### src/rtl/instr_fetch_queue.sv
// Instruction fetch stage: PC walker, single-outstanding imem requester and {pc, instr} FIFO.
// Define FETCH_STATS_EN to add the stat_fetched / stat_flushed counters.
module instr_fetch_queue #(
    parameter int          DEPTH    = 4,
    parameter logic [31:0] RESET_PC = 32'h0
) (
    input  logic        clk,
    input  logic        reset,
    output logic        mem_req,
    output logic [31:0] mem_addr,
    input  logic        mem_ack,
    input  logic [31:0] mem_rdata,
    output logic        inst_valid,
    input  logic        inst_ready,
    output logic [31:0] inst_data,
    output logic [31:0] inst_pc,
    input  logic        redirect_valid,
    input  logic [31:0] redirect_pc
`ifdef FETCH_STATS_EN
    ,
    output logic [31:0] stat_fetched,
    output logic [31:0] stat_flushed
`endif
);

    localparam int            AW   = $clog2(DEPTH);
    localparam int            CW   = AW + 1;
    localparam logic [CW-1:0] FULL = CW'(DEPTH);

    localparam logic [1:0] IDLE = 2'd0;
    localparam logic [1:0] REQ  = 2'd1;
    localparam logic [1:0] DROP = 2'd2;

    logic [1:0]    state_reg, state_next;
    logic [31:0]   mem_addr_reg, mem_addr_next;
    logic [31:0]   fetch_pc_reg, fetch_pc_next;
    logic [CW-1:0] count_reg, count_next;
    logic [AW-1:0] rd_ptr_reg, wr_ptr_reg;
    logic [31:0]   pc_mem   [DEPTH];
    logic [31:0]   data_mem [DEPTH];
    logic [DEPTH-1:0] wr_en;
    logic [31:0]   target_pc, seq_pc;
    logic          push, pop;

    assign target_pc = redirect_pc & 32'hFFFF_FFFC;
    assign seq_pc    = fetch_pc_reg + 32'd4;

    // A redirect kills both the returning word and any pop of now-stale entries.
    assign push = (state_reg == REQ) && mem_ack && !redirect_valid;
    assign pop  = inst_valid && inst_ready && !redirect_valid;

    assign count_next = redirect_valid ? '0 : (count_reg + CW'(push) - CW'(pop));

    always_comb begin
        state_next    = state_reg;
        mem_addr_next = mem_addr_reg;
        fetch_pc_next = fetch_pc_reg;
        if (redirect_valid) begin
            fetch_pc_next = target_pc;
            case (state_reg)
                IDLE: begin
                    state_next    = REQ;
                    mem_addr_next = target_pc;
                end
                REQ, DROP: begin
                    if (mem_ack) begin
                        state_next    = REQ;
                        mem_addr_next = target_pc;
                    end else begin
                        state_next = DROP;
                    end
                end
                default: state_next = IDLE;
            endcase
        end else begin
            case (state_reg)
                IDLE: begin
                    if (count_reg < FULL) begin
                        state_next    = REQ;
                        mem_addr_next = fetch_pc_reg;
                    end
                end
                REQ: begin
                    if (mem_ack) begin
                        fetch_pc_next = seq_pc;
                        mem_addr_next = seq_pc;
                        state_next    = (count_next < FULL) ? REQ : IDLE;
                    end
                end
                DROP: begin
                    if (mem_ack) begin
                        state_next    = REQ;
                        mem_addr_next = fetch_pc_reg;
                    end
                end
                default: state_next = IDLE;
            endcase
        end
    end

    always_ff @(posedge clk or posedge reset) begin
        if (reset) begin
            state_reg    <= IDLE;
            mem_addr_reg <= RESET_PC & 32'hFFFF_FFFC;
            fetch_pc_reg <= RESET_PC & 32'hFFFF_FFFC;
            count_reg    <= '0;
            rd_ptr_reg   <= '0;
            wr_ptr_reg   <= '0;
        end else begin
            state_reg    <= state_next;
            mem_addr_reg <= mem_addr_next;
            fetch_pc_reg <= fetch_pc_next;
            count_reg    <= count_next;
            if (redirect_valid) begin
                rd_ptr_reg <= '0;
                wr_ptr_reg <= '0;
            end else begin
                if (push) wr_ptr_reg <= wr_ptr_reg + AW'(1);
                if (pop)  rd_ptr_reg <= rd_ptr_reg + AW'(1);
            end
        end
    end

    genvar gi;
    generate
        for (gi = 0; gi < DEPTH; gi++) begin : g_wr_en
            assign wr_en[gi] = push && (wr_ptr_reg == AW'(gi));
        end
    endgenerate

    // Storage is register based so the head is visible combinationally and clears on reset.
    always_ff @(posedge clk or posedge reset) begin
        if (reset) begin
            for (int i = 0; i < DEPTH; i++) begin
                pc_mem[i]   <= '0;
                data_mem[i] <= '0;
            end
        end else begin
            for (int i = 0; i < DEPTH; i++) begin
                if (wr_en[i]) begin
                    pc_mem[i]   <= mem_addr_reg;
                    data_mem[i] <= mem_rdata;
                end
            end
        end
    end

    assign mem_req    = (state_reg != IDLE);
    assign mem_addr   = mem_addr_reg;
    assign inst_valid = (count_reg != '0);
    assign inst_pc    = pc_mem[rd_ptr_reg];
    assign inst_data  = data_mem[rd_ptr_reg];

`ifdef FETCH_STATS_EN
    logic [31:0] stat_fetched_reg, stat_flushed_reg;
    logic        discard;

    // Only REQ holds a live request; in DROP it has already been written off.
    assign discard = redirect_valid && ((count_reg != '0) || (state_reg == REQ));

    always_ff @(posedge clk or posedge reset) begin
        if (reset) begin
            stat_fetched_reg <= '0;
            stat_flushed_reg <= '0;
        end else begin
            if (push)    stat_fetched_reg <= stat_fetched_reg + 32'd1;
            if (discard) stat_flushed_reg <= stat_flushed_reg + 32'd1;
        end
    end

    assign stat_fetched = stat_fetched_reg;
    assign stat_flushed = stat_flushed_reg;
`endif

endmodule

### config.mk
export PLATFORM = sky130hd
export DESIGN_NAME = instr_fetch_queue
export DESIGN_NICKNAME = d
export VERILOG_FILES = /design/src/rtl/instr_fetch_queue.sv
export SDC_FILE = /design/constraint.sdc
export NUM_CORES = 1
export LEC_CHECK = 0
export CORE_MARGIN = 2
export CORE_UTILIZATION = 23
export DETAILED_ROUTE_END_ITERATION = 12
export GPL_ROUTABILITY_DRIVEN = 0
export GPL_TIMING_DRIVEN = 0
export PLACE_DENSITY = 0.47
export SYNTH_ARGS = -nofsm -noshare
export SYNTH_HDL_FRONTEND = slang
export SYNTH_SLANG_ARGS = --single-unit
### constraint.sdc
create_clock -name clk -period 17.3 [get_ports clk]
set_input_delay 2.595 -clock clk [delete_from_list [all_inputs] [get_ports clk]]
set_output_delay 2.595 -clock clk [all_outputs]
set_load 0.05 [all_outputs]
# Word-level counts from Yosys, hierarchy flattened

Index checks and enable logic that the tools add are counted.

Bits of input ports: 69
Logic and storage cells: 83
Output and inout port bits: 98
Register bits after elaboration: 329

Order comparisons: 3
Reductions and logical operators: 22
Equal/unequal tests: 10
Bitwise operators: 1
Add/sub/neg operators: 5
Multiplexer cells: 28

Operator list:

| cell                                                            | number |
|---|---|
| 32-bit 2-to-1 mux                                               | 11 |
| 32-bit binary-select mux with 2-bit select                      | 2 |
| 32-bit case mux with 3 select lines                             | 1 |
| 32-bit case mux with 2 select lines                             | 1 |
| 32-bit by 3-bit adder with 32-bit output, second input constant | 1 |
| 2-bit 2-to-1 mux                                                | 9 |
| 3-bit != test, second input constant                            | 4 |
| 2-bit nonzero test                                              | 5 |
| 1-bit logical AND                                               | 8 |
| 2-bit == test, second input constant                            | 3 |
| 3-bit less-than comparator, second input constant               | 2 |
| 2-bit case mux with 3 select lines                              | 1 |
| 6-bit AND reduction                                             | 1 |
| 2-bit by 1-bit adder with 2-bit output, second input constant   | 2 |
| 2-bit by 1-bit == test with 1-bit output, second input constant | 2 |
| 2-bit logical NOT                                               | 2 |
| 2-bit case mux with 2 select lines                              | 1 |
| 4-bit nonzero test                                              | 1 |
| 3-bit by 1-bit adder with 3-bit output                          | 1 |
| 3-bit greater-or-equal comparator, second input constant        | 1 |
| 3-bit 2-to-1 mux                                                | 1 |
| 3-bit by 1-bit != test with 1-bit output, second input constant | 1 |
| 2-bit inverter with 3-bit output                                | 1 |
| 3-bit AND reduction                                             | 1 |
| other kinds (6)                                                 | 6 |

# Depth between registers and ports, before layout

Depth in word-level cells: 11
Depth in mapped cells: 16
Mapped depth without buffers: 15

# Least setup slack after synthesis

OpenSTA, ideal clock, no wires.

Path type: input -> register
From: in redirect_valid
To: reg state_reg[0]
Data required time: 17223 ps
Library setup time: 77 ps
Data arrival time: 4679 ps
Slack: 12544 ps
Stages: 14
Path buffers: 3
Cells stage by stage: buf_6 -> clkbuf_1 -> buf_6 -> nor2_1 -> ha_1 -> inv_1 -> ha_1 -> inv_1 -> fa_1 -> xnor2_1 -> xnor2_1 -> o31ai_1 -> a21oi_1 -> a21oi_1

Word-level cells in the longest chain between the ends: 10
Elaborated cells on any way between the ends: 15
Classes of those cells: 2 x add/sub; 1 x order compare; 3 x eq/ne; 5 x mux; 4 x reduce/logical

Ends and longest elaborated chain:

| element                                     | line   | source |
|---|---|---|
| start: declaration                          | 17     | `input logic redirect_valid,` |
| 1-bit logical NOT                           | 49, 50 |  |
| 1-bit logical AND                           | 49     | `assign push = (state_reg == REQ) && mem_ack && !redirect_valid;` |
| 3-bit by 1-bit adder with 3-bit output      | 52     | `assign count_next = redirect_valid ? '0 : (count_reg + CW'(push) - CW'(pop));` |
| 3-bit by 1-bit subtractor with 3-bit output | 52     |  |
| 3-bit 2-to-1 mux                            | 52     |  |
| 3-bit less-than comparator                  | 87     | `state_next = (count_next < FULL) ? REQ : IDLE;` |
| 1-bit 2-to-1 mux                            | 87     |  |
| 2-bit 2-to-1 mux                            | 84     | `if (mem_ack) begin` |
| 2-bit case mux with 3 select lines          | 76     | `case (state_reg)` |
| 2-bit 2-to-1 mux                            | 58     | `if (redirect_valid) begin` |
| end signal: assignment                      | 110    | `state_reg <= state_next;` |
| end: declaration                            | 34     | `logic [1:0] state_reg, state_next;` |

Several ways; a longest one is shown, not always the timed one. The select of a mux whose other input is x is not followed.
A chain may end at the register's enable or synchronous reset.

# Worst setup path after layout

From: reg rd_ptr_reg[1]
To: out inst_data[26]

Word-level cells in the longest chain between the ends: 4

Ends and longest elaborated chain:

| element                                                | line | source |
|---|---|---|
| start: declaration                                     | 38   | `logic [AW-1:0] rd_ptr_reg, wr_ptr_reg;` |
| start signal: assignment                               | 119  | `if (pop) rd_ptr_reg <= rd_ptr_reg + AW'(1);` |
| 2-bit inverter with 3-bit output (not written as such) | 152  | `assign inst_data = data_mem[rd_ptr_reg];` |
| 32-bit binary-select mux with 2-bit select             | 152  |  |
| 32-bit 2-to-1 mux (not written as such) (2 in series)  | 152  |  |
| end: declaration                                       | 15   | `output logic [31:0] inst_data,` |

Every way passes these cells. The select of a mux whose other input is x is not followed.

==> metrics <==
initial DRC count 425; Cell Area, Synth 15160 um^2; CTS H-tree depth 2; Max transition margin 0.3772; initial core utilization 0.2314; TritonCTS buffer count 40; Layout Nets 1381; arrival time worst endpoint 3.37 ns; Worst-path clk slew 0.06 ns; clk buf depth 3; routed vias/inst 4.432; Max Clk Rate 167.7 MHz; LEAKAGE 0.008223 uW; PD cells 192.5 nW/um^2; Max VDD drop 0.06205 mV; vias in the first global route 10380; Final Setup Violations 0; Synth area leader dfrtp_1; routed len/inst 20.16 um; GRT Total Usage 0.1322; final clock skew 0.01873 ns; first-pass GRT wire length 67310 um; final worst slack 11.34 ns; Post-synth EDFFs 0; final hold viol count 0; Hold WC Path Type reg -> reg; TritonCTS Sinks 322; status finished clean; Post-CTS Setup Repair Bufs 0; critical path launch point type flip-flop; Slew Limit Fails 0; synth-to-layout area growth 27.18%; PortBufs 164; Die ar. 67990 um^2; final core occ 0.2943; fraction of layout cells with a size suffix above 1 0.3431; Area after DPL 17970 um^2; CTS tree done; post-place setup slack 11.09 ns; core area 65510 um^2; clock latency on the worst-skew pair 0.56 ns; synth warn 0; synth top area cells dfrtp_1, mux2_2, mux4_2; Post-Synthesis Cells 1090; CP bufs+invs 3; fillers 6544; Crit Path Max Fanout 10; Die Y 260.7 um; Req. time, crit path 14.70 ns; Post-Syn Nets 1172; Worst path slowest cell clkdlybuf4s50_1; Post-CTS Hold Buffers 0; grt ovf 0; PostCTS Resize Cnt 0; Post-DP HPWL 30780 um; Worst Tran Pin Value 0.9342 ns; die width 260.7 um; Tmin final 5.964 ns; sequential fraction of the synthesis area 0.5315; Max-Cap Viols 0; unrepaired setup endpoints after global routing false; post-synth top area share 0.5315; initial antenna violation count 1; Pre-antenna DRT Iters 4; most common cell after layout, fill and taps aside dfrtp_1; Main synth FF type dfrtp_1; FFs w/ async S/R, synth 1.000; Ports 167; number of library cell types mapped by synthesis 55; Final Cell Area 19280 um^2; CP Cell Sequence clkbuf_1 > buf_1 > mux4_2 > clkdlybuf4s50_1; worst stage delay on the critical path 0.81 ns; Crit. End Element output port; Final Non-Filler Cells 2191; most frequent cells in the layout dfrtp_1, mux2_2, clkdlybuf4s50_1, nand2_1, mux4_2; DRC 0; number of flip-flops in the largest register 128; setup TNS 0 ns; Placed Cells 2121; antenna-violating nets left 0; critical path class reg -> out; largest net degree at the start of global routing 116; num rows 94; via count 9711; largest delay contributor family on the critical path buffers and inverters; CTS root buf clkbuf_16; synthesis-stage register bit count 322; Period Utilization, post-route 0.3447; syn_area_per_cell 13.91 um^2; final wirelength 44170 um
stage by stage:
stage	power (uW)	hold WS, ns
final	3711	0.4979
after detailed placement	2924	0.4870
after global placement	2894	0.4814
after floorplan	2340	0.4739
after CTS	3783	0.4999
after global routing	3924	0.5097
area by class of cell:
cell class	count	area (um^2)	share of cell area
Clock inverter	11	126.4	0.006554
Inverter	16	67.56	0.003504
Clock buffer	58	1179	0.06113
Sequential cell	322	8058	0.4179
Buffer	75	396.6	0.02057
Tap cell	864	1081	0.05607
Multi-Input combinational cell	677	6646	0.3447
Timing Repair Buffer	167	1724	0.08942
Antenna cell	1	2.502	0.0001298
layer usage:
metal,share of wire,track usage,vias up
met5,0,0,-
met4,0.018,0.03270,0
met3,0.041,0.02661,56
met2,0.49,0.2213,192
met1,0.45,0.1745,5058
li1,-,-,4405
cell families (layout without fill, tap and decap cells):
family                     Yosys count  in the layout  synth area share
buffers and inverters               91            327           0.03012
and+or+nand+nor                    191            191           0.06561
AOI/OAI and AO/OA                   80             80           0.03285
muxes                              336            336            0.2958
DFF                                322            322            0.5315
adders and majority gates           13             13           0.01122
xor gates and xnor gates            57             57           0.03293
other                                0              1                 0
path summary, 6_finish.rpt:
check                      slack (ns)  cells after the start       endpoint     startpoint
max                             11.34                      4  inst_data[26]  rd_ptr_reg[1]
min                              0.50                      1     pc_mem[10]     pc_mem[10]
max reg2reg                     13.95                     16   state_reg[0]   state_reg[1]
min reg2reg                      0.50                      1     pc_mem[10]     pc_mem[10]
max in group asynchronous       13.50                      4     pc_mem[66]          reset
min in group asynchronous        2.41                      2    data_mem[3]          reset
cells in the mapped netlist, drive strengths merged, types with 2 or more instances:
library cell  instances
a21oi                 9
o211ai                4
inv                  15
o21ai                36
nor3                 12
ha                   12
a211oi                2
a21o                  3
o22ai                 3
buf                  45
xor2                 33
nor4                  9
a31oi                 2
mux2                266
nor2                 36
o221ai                3
dfrtp               322
nand2b                4
xnor2                24
and3                  3
nand4                18
o31ai                 3
and4                  2
nand2                69
nor2b                 2
nand3                29
a21boi                3
mux2i                 7
or3                   3
and2                  3
a221oi                5
clkbuf               30
mux4                 63
report_power, final:
group / total (uW) / leakage [uW] / switching (uW) / internal, uW
Sequential: 1220 / 0.00414 / 198 / 1030
Clock: 833 / 0.000644 / 331 / 502
Combinational: 1660 / 0.00344 / 969 / 687
Total: 3710 / 0.00822 / 1500 / 2210
Power figures use the tool's default switching activity.
